`config.mk`:
```
export PLATFORM = sky130hd
export DESIGN_NAME = wiener_feeder
export DESIGN_NICKNAME = d
export VERILOG_FILES = /design/src/rtl/wiener_pkg.sv /design/src/rtl/wiener_wdt.sv /design/src/rtl/wiener_feeder.sv
export SDC_FILE = /design/constraint.sdc
export NUM_CORES = 1
export LEC_CHECK = 0
export ABC_AREA = 1
export BUFFER_PORTS_ARGS = -buffer_cell sky130_fd_sc_hd__buf_2
export CORE_MARGIN = 8
export CORE_UTILIZATION = 32
export CTS_CLUSTER_SIZE = 16
export DETAILED_ROUTE_END_ITERATION = 10
export PLACE_DENSITY = 0.6
export SLEW_MARGIN = 20
export SYNTH_ARGS = -nofsm -noshare
export SYNTH_HDL_FRONTEND = slang
export SYNTH_SLANG_ARGS = --single-unit
```
`constraint.sdc`:
```
create_clock -name clk -period 2.17 [get_ports clk]
set_input_delay 0.3255 -clock clk [delete_from_list [all_inputs] [get_ports clk]]
set_output_delay 0.3255 -clock clk [all_outputs]
set_load 0.01 [all_outputs]
```
`src/rtl/wiener_pkg.sv`:
```
// wiener_pkg: shared state encoding, default sizing and width helpers for
// the Wiener decoder feeder.
package wiener_pkg;

  typedef enum logic [2:0] {
    IDLE = 3'd0,
    LOAD = 3'd1,
    FIRE = 3'd2,
    BUSY = 3'd3,
    COEF = 3'd4
  } state_t;

  localparam int DEF_WIDTH   = 16;
  localparam int DEF_COL_NUM = 128;
  localparam int DEF_ROW_NUM = 2;
  localparam int DEF_TIMEOUT = 8192;

  // Feature RAM address width: one spare bit above the channel index.
  function automatic int serial_col(input int col);
    return $clog2(col) + 1;
  endfunction

  // Coefficient RAM address width for a ROW x COL matrix.
  function automatic int addr_wid(input int col, input int row);
    return $clog2(col * row) + 1;
  endfunction

endpackage

```
`src/rtl/wiener_wdt.sv`:
```
// wiener_wdt: BUSY watchdog. Counts enabled cycles since the last clear and
// flags the cycle in which the count sits at TIMEOUT-1.
module wiener_wdt
  import wiener_pkg::*;
#(
  parameter int TIMEOUT = DEF_TIMEOUT
) (
  input  logic clk,
  input  logic rst_n,
  input  logic i_clr,
  input  logic i_en,
  output logic o_expire
);

  localparam int CW = $clog2(TIMEOUT) + 1;

  logic [CW-1:0] r_cnt;

  // Cycle counter; clear wins over enable.
  always_ff @(posedge clk or negedge rst_n) begin
    if (!rst_n)     r_cnt <= '0;
    else if (i_clr) r_cnt <= '0;
    else if (i_en)  r_cnt <= r_cnt + 1'b1;
  end

  assign o_expire = i_en && (r_cnt == CW'(TIMEOUT - 1));

endmodule

```
`src/rtl/wiener_feeder.sv`:
```
// wiener_feeder: writer-side front end for the Wiener decoder core.
// Streams one frame of COL_NUM feature samples into the core's feature RAM,
// pulses start, then blocks input until finish_cal or a watchdog timeout.
// Build option WIENER_COEF_LOAD_EN adds a coefficient stream that loads the
// ROW_NUM x COL_NUM weight matrix into the coefficient RAM from IDLE.
module wiener_feeder
  import wiener_pkg::*;
#(
  parameter  int WIDTH      = DEF_WIDTH,
  parameter  int COL_NUM    = DEF_COL_NUM,
  parameter  int ROW_NUM    = DEF_ROW_NUM,
  parameter  int TIMEOUT    = DEF_TIMEOUT,
  localparam int Serial_COL = serial_col(COL_NUM),
  localparam int ADDR_WID   = addr_wid(COL_NUM, ROW_NUM)
) (
  input  logic                  clk,
  input  logic                  rst_n,
  input  logic                  s_valid,
  output logic                  s_ready,
  input  logic [WIDTH-1:0]      s_data,
  input  logic                  s_last,
  output logic [Serial_COL-1:0] wr_data_addr,
  output logic                  ram_wr_data_en,
  output logic [WIDTH-1:0]      ram_data_wr_in,
  output logic                  start,
  input  logic                  finish_cal,
  output logic                  frame_done,
  output logic [15:0]           frame_cnt,
  output logic                  len_err,
  output logic                  tmo_err,
`ifdef WIENER_COEF_LOAD_EN
  input  logic                  c_valid,
  output logic                  c_ready,
  input  logic [WIDTH/2-1:0]    c_data,
  output logic                  coef_done,
`endif
  output logic [ADDR_WID-1:0]   wr_addr,
  output logic                  ram_wr_en,
  output logic [WIDTH/2-1:0]    ram_data_in
);

  state_t                r_state;
  logic [Serial_COL-1:0] r_col_cnt;
  logic                  r_s_ready;
  logic                  r_start;
  logic                  r_frame_done;
  logic [15:0]           r_frame_cnt;
  logic                  r_len_err;
  logic                  r_tmo_err;
  logic [Serial_COL-1:0] r_wr_data_addr;
  logic                  r_ram_wr_data_en;
  logic [WIDTH-1:0]      r_ram_data_wr_in;
  logic                  w_s_hs;
  logic                  w_expire;

`ifdef WIENER_COEF_LOAD_EN
  logic                  r_c_ready;
  logic                  r_coef_done;
  logic [ADDR_WID-1:0]   r_coef_cnt;
  logic [ADDR_WID-1:0]   r_wr_addr;
  logic                  r_ram_wr_en;
  logic [WIDTH/2-1:0]    r_ram_data_in;
  logic                  w_c_hs;

  // A pending coefficient word in IDLE takes the cycle away from features.
  assign s_ready = r_s_ready & ~((r_state == IDLE) & c_valid);
  assign w_c_hs  = c_valid & r_c_ready;
`else
  assign s_ready = r_s_ready;
`endif

  assign w_s_hs = s_valid & s_ready;

  // Watchdog is zeroed while firing and runs only while the core computes.
  wiener_wdt #(.TIMEOUT(TIMEOUT)) u_wdt (
    .clk      (clk),
    .rst_n    (rst_n),
    .i_clr    (r_state == FIRE),
    .i_en     (r_state == BUSY),
    .o_expire (w_expire)
  );

  // Feature RAM write port: one registered strobe per accepted sample.
  always_ff @(posedge clk or negedge rst_n) begin
    if (!rst_n) begin
      r_ram_wr_data_en <= 1'b0;
      r_wr_data_addr   <= '0;
      r_ram_data_wr_in <= '0;
    end else begin
      r_ram_wr_data_en <= w_s_hs;
      if (w_s_hs) begin
        r_wr_data_addr   <= r_col_cnt;
        r_ram_data_wr_in <= s_data;
      end
    end
  end

  // Frame sequencing FSM with registered handshake and status outputs.
  always_ff @(posedge clk or negedge rst_n) begin
    if (!rst_n) begin
      r_state      <= IDLE;
      r_col_cnt    <= '0;
      r_s_ready    <= 1'b0;
      r_start      <= 1'b0;
      r_frame_done <= 1'b0;
      r_frame_cnt  <= '0;
      r_len_err    <= 1'b0;
      r_tmo_err    <= 1'b0;
`ifdef WIENER_COEF_LOAD_EN
      r_c_ready    <= 1'b0;
      r_coef_done  <= 1'b0;
      r_coef_cnt   <= '0;
`endif
    end else begin
      r_frame_done <= 1'b0;
      r_len_err    <= 1'b0;
      r_tmo_err    <= 1'b0;
`ifdef WIENER_COEF_LOAD_EN
      r_coef_done  <= 1'b0;
`endif
      case (r_state)
        IDLE, LOAD: begin
          r_s_ready <= 1'b1;
`ifdef WIENER_COEF_LOAD_EN
          if (r_state == IDLE && c_valid) begin
            r_state   <= COEF;
            r_s_ready <= 1'b0;
            r_c_ready <= 1'b1;
          end else
`endif
          if (w_s_hs) begin
            if (r_col_cnt == Serial_COL'(COL_NUM - 1)) begin
              // Full frame: fire even when s_last is missing, but flag it.
              r_state   <= FIRE;
              r_col_cnt <= '0;
              r_s_ready <= 1'b0;
              r_len_err <= ~s_last;
            end else if (s_last) begin
              // Short frame: drop it; the stale RAM is never computed.
              r_state   <= IDLE;
              r_col_cnt <= '0;
              r_len_err <= 1'b1;
            end else begin
              r_state   <= LOAD;
              r_col_cnt <= r_col_cnt + 1'b1;
            end
          end
        end
        FIRE: begin
          // Two cycles: the first raises start, the second drops it.
          if (!r_start) begin
            r_start <= 1'b1;
          end else begin
            r_start <= 1'b0;
            r_state <= BUSY;
          end
        end
        BUSY: begin
          if (finish_cal) begin
            r_frame_done <= 1'b1;
            r_frame_cnt  <= r_frame_cnt + 1'b1;
            r_state      <= IDLE;
            r_s_ready    <= 1'b1;
          end else if (w_expire) begin
            r_tmo_err <= 1'b1;
            r_state   <= IDLE;
            r_s_ready <= 1'b1;
          end
        end
`ifdef WIENER_COEF_LOAD_EN
        COEF: begin
          if (w_c_hs) begin
            if (r_coef_cnt == ADDR_WID'(COL_NUM * ROW_NUM - 1)) begin
              r_coef_done <= 1'b1;
              r_coef_cnt  <= '0;
              r_c_ready   <= 1'b0;
              r_state     <= IDLE;
              r_s_ready   <= 1'b1;
            end else begin
              r_coef_cnt <= r_coef_cnt + 1'b1;
            end
          end
        end
`endif
        default: begin
          r_state   <= IDLE;
          r_s_ready <= 1'b0;
          r_start   <= 1'b0;
        end
      endcase
    end
  end

`ifdef WIENER_COEF_LOAD_EN
  // Coefficient RAM write port: row r lands at r*COL_NUM onward.
  always_ff @(posedge clk or negedge rst_n) begin
    if (!rst_n) begin
      r_ram_wr_en   <= 1'b0;
      r_wr_addr     <= '0;
      r_ram_data_in <= '0;
    end else begin
      r_ram_wr_en <= w_c_hs;
      if (w_c_hs) begin
        r_wr_addr     <= r_coef_cnt;
        r_ram_data_in <= c_data;
      end
    end
  end

  assign c_ready     = r_c_ready;
  assign coef_done   = r_coef_done;
  assign wr_addr     = r_wr_addr;
  assign ram_wr_en   = r_ram_wr_en;
  assign ram_data_in = r_ram_data_in;
`else
  assign wr_addr     = '0;
  assign ram_wr_en   = 1'b0;
  assign ram_data_in = '0;
`endif

  assign wr_data_addr   = r_wr_data_addr;
  assign ram_wr_data_en = r_ram_wr_data_en;
  assign ram_data_wr_in = r_ram_data_wr_in;
  assign start          = r_start;
  assign frame_done     = r_frame_done;
  assign frame_cnt      = r_frame_cnt;
  assign len_err        = r_len_err;
  assign tmo_err        = r_tmo_err;

endmodule

```
## Word level (Yosys, flattened, before mapping)

Cells that the tools add are included.

- Bits in registers: 71
- Latch bits: 0
- RAM bits: 0
- ROM bits: 0
- Input port bits: 21
- Word-level logic and storage cells: 62
- Memories: 0

- $add $sub $neg: 3
- Multiply operators: 0
- Div/mod/pow operators: 0
- $lt $le $gt $ge: 0
- Equality and inequality tests: 8
- Shifts and indexed selects: 0
- Muxes and demuxes: 27
- Bitwise gates (word level): 3
- Reductions and logical operators: 9

Operators by type and width:

| kind | number |
|---|---|
| $mux 14 | 2 |
| $add 16x1->16 const B | 1 |
| $mux 8 | 2 |
| $mux 1 | 15 |
| $add 14x1->14 const B | 1 |
| $eq 14x13->1 const B | 1 |
| $mux 3 | 4 |
| $pmux 3 s3 | 1 |
| $add 8x1->8 const B | 1 |
| $eq 8x7->1 const B | 1 |
| $eq 3x2->1 const B | 2 |
| $reduce_and 2->1 | 3 |
| $ne 2x2->1 const B | 2 |
| $eq 3x1->1 const B | 1 |
| $logic_not 3->1 | 1 |
| $ne 3x3->1 const B | 1 |
| $pmux 1 s3 | 1 |
| $reduce_and 3->1 | 1 |
| $reduce_or 3->1 | 1 |
| $mux 2 | 1 |
| $not 1->1 | 2 |
| $pmux 1 s2 | 1 |
| $reduce_bool 2->1 | 1 |
| $reduce_or 2->1 | 1 |
| other kinds (2) | 2 |

## Longest topological paths before layout

- Depth after elaboration: 5
- Gate-level depth with buffers: 9
- Mapped depth without buffers: 9

## Hierarchy

Synthesis repeated with hierarchy kept, for this count alone.

- Cell total of the unflattened synthesis: 418
- Area total of the unflattened synthesis: 3,490.8 um2

By module, submodules not included:

| module | instances | cells each | area an instance (um2) |
|---|---|---|---|
| wiener_feeder | 1 | 307 | 2,648.8 |
| wiener_wdt | 1 | 111 | 842.1 |

## Least setup slack after synthesis

Ideal clock, no wire load.

- Path type: reg-to-reg
- From: register r_frame_cnt[0], in the netlist frame_cnt[0]
- To: register r_frame_cnt[14], in the netlist frame_cnt[14]
- Data arrival time: 1.247 ns
- Required time: 2.053 ns
- Path slack: 0.807 ns
- Cell stages (with the launch flop): 9
- Path buffers: 0
- Cell sequence: dfrtp_1 -> ha_1 -> nand2_1 -> nor2_2 -> nand3_2 -> nor2_1 -> nand2_1 -> nand2_1 -> nand2_1

- Cells in the longest elaborated chain, start to end: 1

RTL lines:

| element | RTL line | text |
|---|---|---|
| start, declared | wiener_feeder.sv:47 | `logic [15:0] r_frame_cnt;` |
| start signal, assigned | wiener_feeder.sv:161 | `r_frame_cnt <= r_frame_cnt + 1'b1;` |
| $add 16x1->16 | wiener_feeder.sv:161 |  |

Every way passes these cells.
A chain may end at the register's enable or synchronous reset.

## Worst setup path in the final report

- From: register r_state[1]
- To: register u_wdt.r_cnt[6]

- Cells in the longest elaborated chain, start to end: 2

RTL lines:

| element | RTL line | text |
|---|---|---|
| start, declared | wiener_feeder.sv:42 | `state_t r_state;` |
| start signal, assigned | wiener_feeder.sv:101 | `r_state <= IDLE;` |
| start signal, assigned | wiener_feeder.sv:134 | `r_state <= FIRE;` |
| start signal, assigned | wiener_feeder.sv:140 | `r_state <= IDLE;` |
| $eq 3x2->1, on equally long branches | wiener_feeder.sv:78, wiener_feeder.sv:79 |  |
| $mux 14 / $reduce_bool 2->1 (equally long branches) | -- |  |
| end signal, assigned | wiener_wdt.sv:23 | `else if (i_en) r_cnt <= r_cnt + 1'b1;` |
| end, declared | wiener_wdt.sv:17 | `logic [CW-1:0] r_cnt;` |

Several ways; a longest one is shown, not always the timed one.

==> run summary <==
status: complete, but fails checks
violations in the final reports: negative hold slack
Final Hold Viols: 10
Area Overhead vs Synth: 20.1%
post-DR vias/cell: 4.40
pwr dens: 1120 mW/mm^2
WP depth: 7
CTS clk-pin slew, worst paths: 0.08 ns
number of synthesized flops with an enable pin: 0
share of layout cells above drive strength 1: 19.4%
# setup viols final: 0
IO Count: 85
register-to-register setup slack: 0.40 ns
hold slack: -0.0166 ns
post-CTS sizing: 0
# diodes: 0
crit path buf inv count: 3
post-route ant nets: 0
Main synth FF type: dfrtp_1
HPWL after DPL: 5.49 mm
RR Endpoint: u_wdt.r_cnt[6]
arrival time worst endpoint: 2.01 ns
detailed-route DRC error count: 0
CP top delay family: flip-flops
RSZ-0062 raised after global routing: false
Pins Over Slew Limit: 0
row count: 37
1st-pass router iterations: 4
fin crit period: 1.77 ns
skew final: 0.00987 ns
period utilization: 81.6%
Routed wire per std cell: 12.0 microns
maximum vdd ir drop: 0.000542 V
vias in the first global route: 2758
Clock Sinks: 70
global route overflow: 0
H-tree levels: 3
Initial Util: 32.5%
DIE AREA: 0.0139 sq mm
Final Cell Area: 0.00398 sq mm
Min-Delay Path Class: in -> async
Setup crit start: r_state[1]
CP Max Fanout: 15
routed wire length: 7.44 mm
Slew @ Worst Pin: 0.565 ns
number of fill cells in the layout: 1056
Max-Cap Viols: 0
crit-path max cell delay: 0.70 ns
DP Area: 0.00375 sq mm
type of the worst setup path: reg -> reg
FF-to-FF path depth: 7
DRT iter0 DRCs: 131
IO Port Bufs: 66
Die X: 118 microns
Vias: 2727
post-synthesis sequential area ratio: 52.9%
P_leak: 0.00209 uW
Yosys warnings: 0
Synth Cell Area: 0.00331 sq mm
Peak Freq: 565 MHz
Die Y: 118 microns
Tot GR Track Use: 11.2%
Num CTS Buffers: 9
clock root cell: clkbuf_8
crit start category: flop
Critical Path End Type: flop
Worst Path Required: 2.41 ns
Routability Congestion: 0.847
first-pass GRT wire length: 13.0 mm
cell count after synthesis: 407
Netlist cell types: 27
clk buf depth: 2
synthesis-stage register bit count: 70
core box area: 0.0102 sq mm
Async S/R FF share, synth: 100%
Hold Buf Count CTS: 0
Worst-Skew Late Latency: 0.35 ns
Fin Setup TNS: 0 ns
largest net degree at the start of global routing: 71
CP cell instances: inv_2 -> nor2_2 -> inv_1 -> o21ai_0 -> nand2_1 -> o21ai_0 -> inv_1
syn_area_per_cell: 8.14 sq um
Final nets: 504
Crit Reg-Reg Startpoint: r_state[1]
post-CTS setup buffers: 0
initial antenna violation count: 0
Critical Path Sink: u_wdt.r_cnt[6]
slew margin rel.: 62.3%
CTS tree: done
CP max stage cell: dfrtp_1
## cell usage in the layout (no fill, tap or decap), types with 2 or more instances in the layout
master / instances
nand2_1: 142
dfrtp_1: 70
buf_2: 66
nor2_1: 40
inv_1: 38
nand3_1: 19
o21ai_0: 19
conb_1: 18
a21oi_1: 11
clkbuf_8: 10
nor3_1: 7
xnor2_1: 6
nand4_1: 5
nor2_2: 5
xor2_1: 4
ha_1: 4
nand3b_1: 2
inv_6: 2
bufinv_16: 2
clkinvlp_4: 2
buf_4: 2
## kinds of logic (layout without fill, tap and decap cells)
family / count (synthesis) / after routing / share of synthesized area (%)
AO/OA/AOI/OAI: 33 / 33 / 5.10
XOR/XNOR: 10 / 10 / 2.64
adder cells (fa/ha/maj): 4 / 4 / 1.51
buffers and inverters: 65 / 125 / 9.52
flip-flops: 70 / 70 / 52.9
other: 1 / 18 / 0.113
AND/OR/NAND/NOR: 224 / 224 / 28.2
## Yosys cell counts (5+ instances only)
cell | n | area share (%)
a21oi_1 | 11 | 1.7
buf_4 | 18 | 4.1
dfrtp_1 | 70 | 53
inv_1 | 38 | 4.3
nand2_1 | 142 | 16
nand3_1 | 19 | 2.9
nand4_1 | 5 | 0.94
nor2_1 | 40 | 4.5
nor2_2 | 5 | 0.94
nor3_1 | 7 | 1.1
o21ai_0 | 19 | 2.9
xnor2_1 | 6 | 1.6
## stage by stage
step | setup slack, ns | cells | total power, uW | hold slack [ns] | util [%]
after floorplan | 0.807 | 424 | 2770 | 0.0299 | -
after global placement | 0.483 | 604 | 3270 | 0.387 | 36.8
after detailed placement | 0.416 | 604 | 3300 | 0.388 | 36.8
after CTS | 0.393 | 620 | 4530 | 0.00262 | 39.1
after global routing | 0.154 | 620 | 4800 | 0.0338 | 39.1
final | 0.399 | 620 | 4450 | -0.0166 | 39.1
## layout make-up
| class | count | area [sq um] | area share [%] |
|---|---|---|---|
| repair buffers | 69 | 365 | 9.19 |
| clock inverters | 6 | 92.6 | 2.33 |
| well taps | 136 | 170 | 4.28 |
| flip-flops and latches | 70 | 1750 | 44.0 |
| inverters | 40 | 150 | 3.77 |
| clock buffers | 10 | 138 | 3.46 |
| multi-input cells | 289 | 1310 | 32.9 |
## worst min path at each step
stage | to | slack, ns | cells after the start
detailed placement | tmo_err | 0.39 | 2
global placement | tmo_err | 0.39 | 2
CTS | frame_cnt[8] | 0.003 | 2
finish | u_wdt.r_cnt[10] | -0.02 | 2
global route | frame_cnt[6] | 0.03 | 2
floorplan | frame_cnt[0] | 0.03 | 0
## registers in the layout, indices dropped and copies added (netlist names)
name	cells
frame_cnt	16
frame_done	1
len_err	1
r_col_cnt	8
r_state	2
ram_data_wr_in	16
ram_wr_data_en	1
s_ready	1
start	1
tmo_err	1
u_wdt.r_cnt	14
wr_data_addr	8
## power breakdown
group          switching [uW]  total (uW)  internal, uW
combinational             807        1290           483
clock                     520        1210           686
sequential                297        1960          1660
total                    1620        4450          2830
## layer usage
| layer | track usage [%] | routed length, microns | share of wire [%] | up-vias |
|---|---|---|---|---|
| li1 | - | - | - | 1377 |
| met1 | 13.0 | 3330 | 45 | 1278 |
| met2 | 18.9 | 3610 | 49 | 68 |
| met3 | 4.08 | 443 | 6.0 | 4 |
| met4 | 3.36 | 46 | 0.62 | 0 |
| met5 | 0 | 0 | 0 | - |
(Power assumes the default switching activity.)
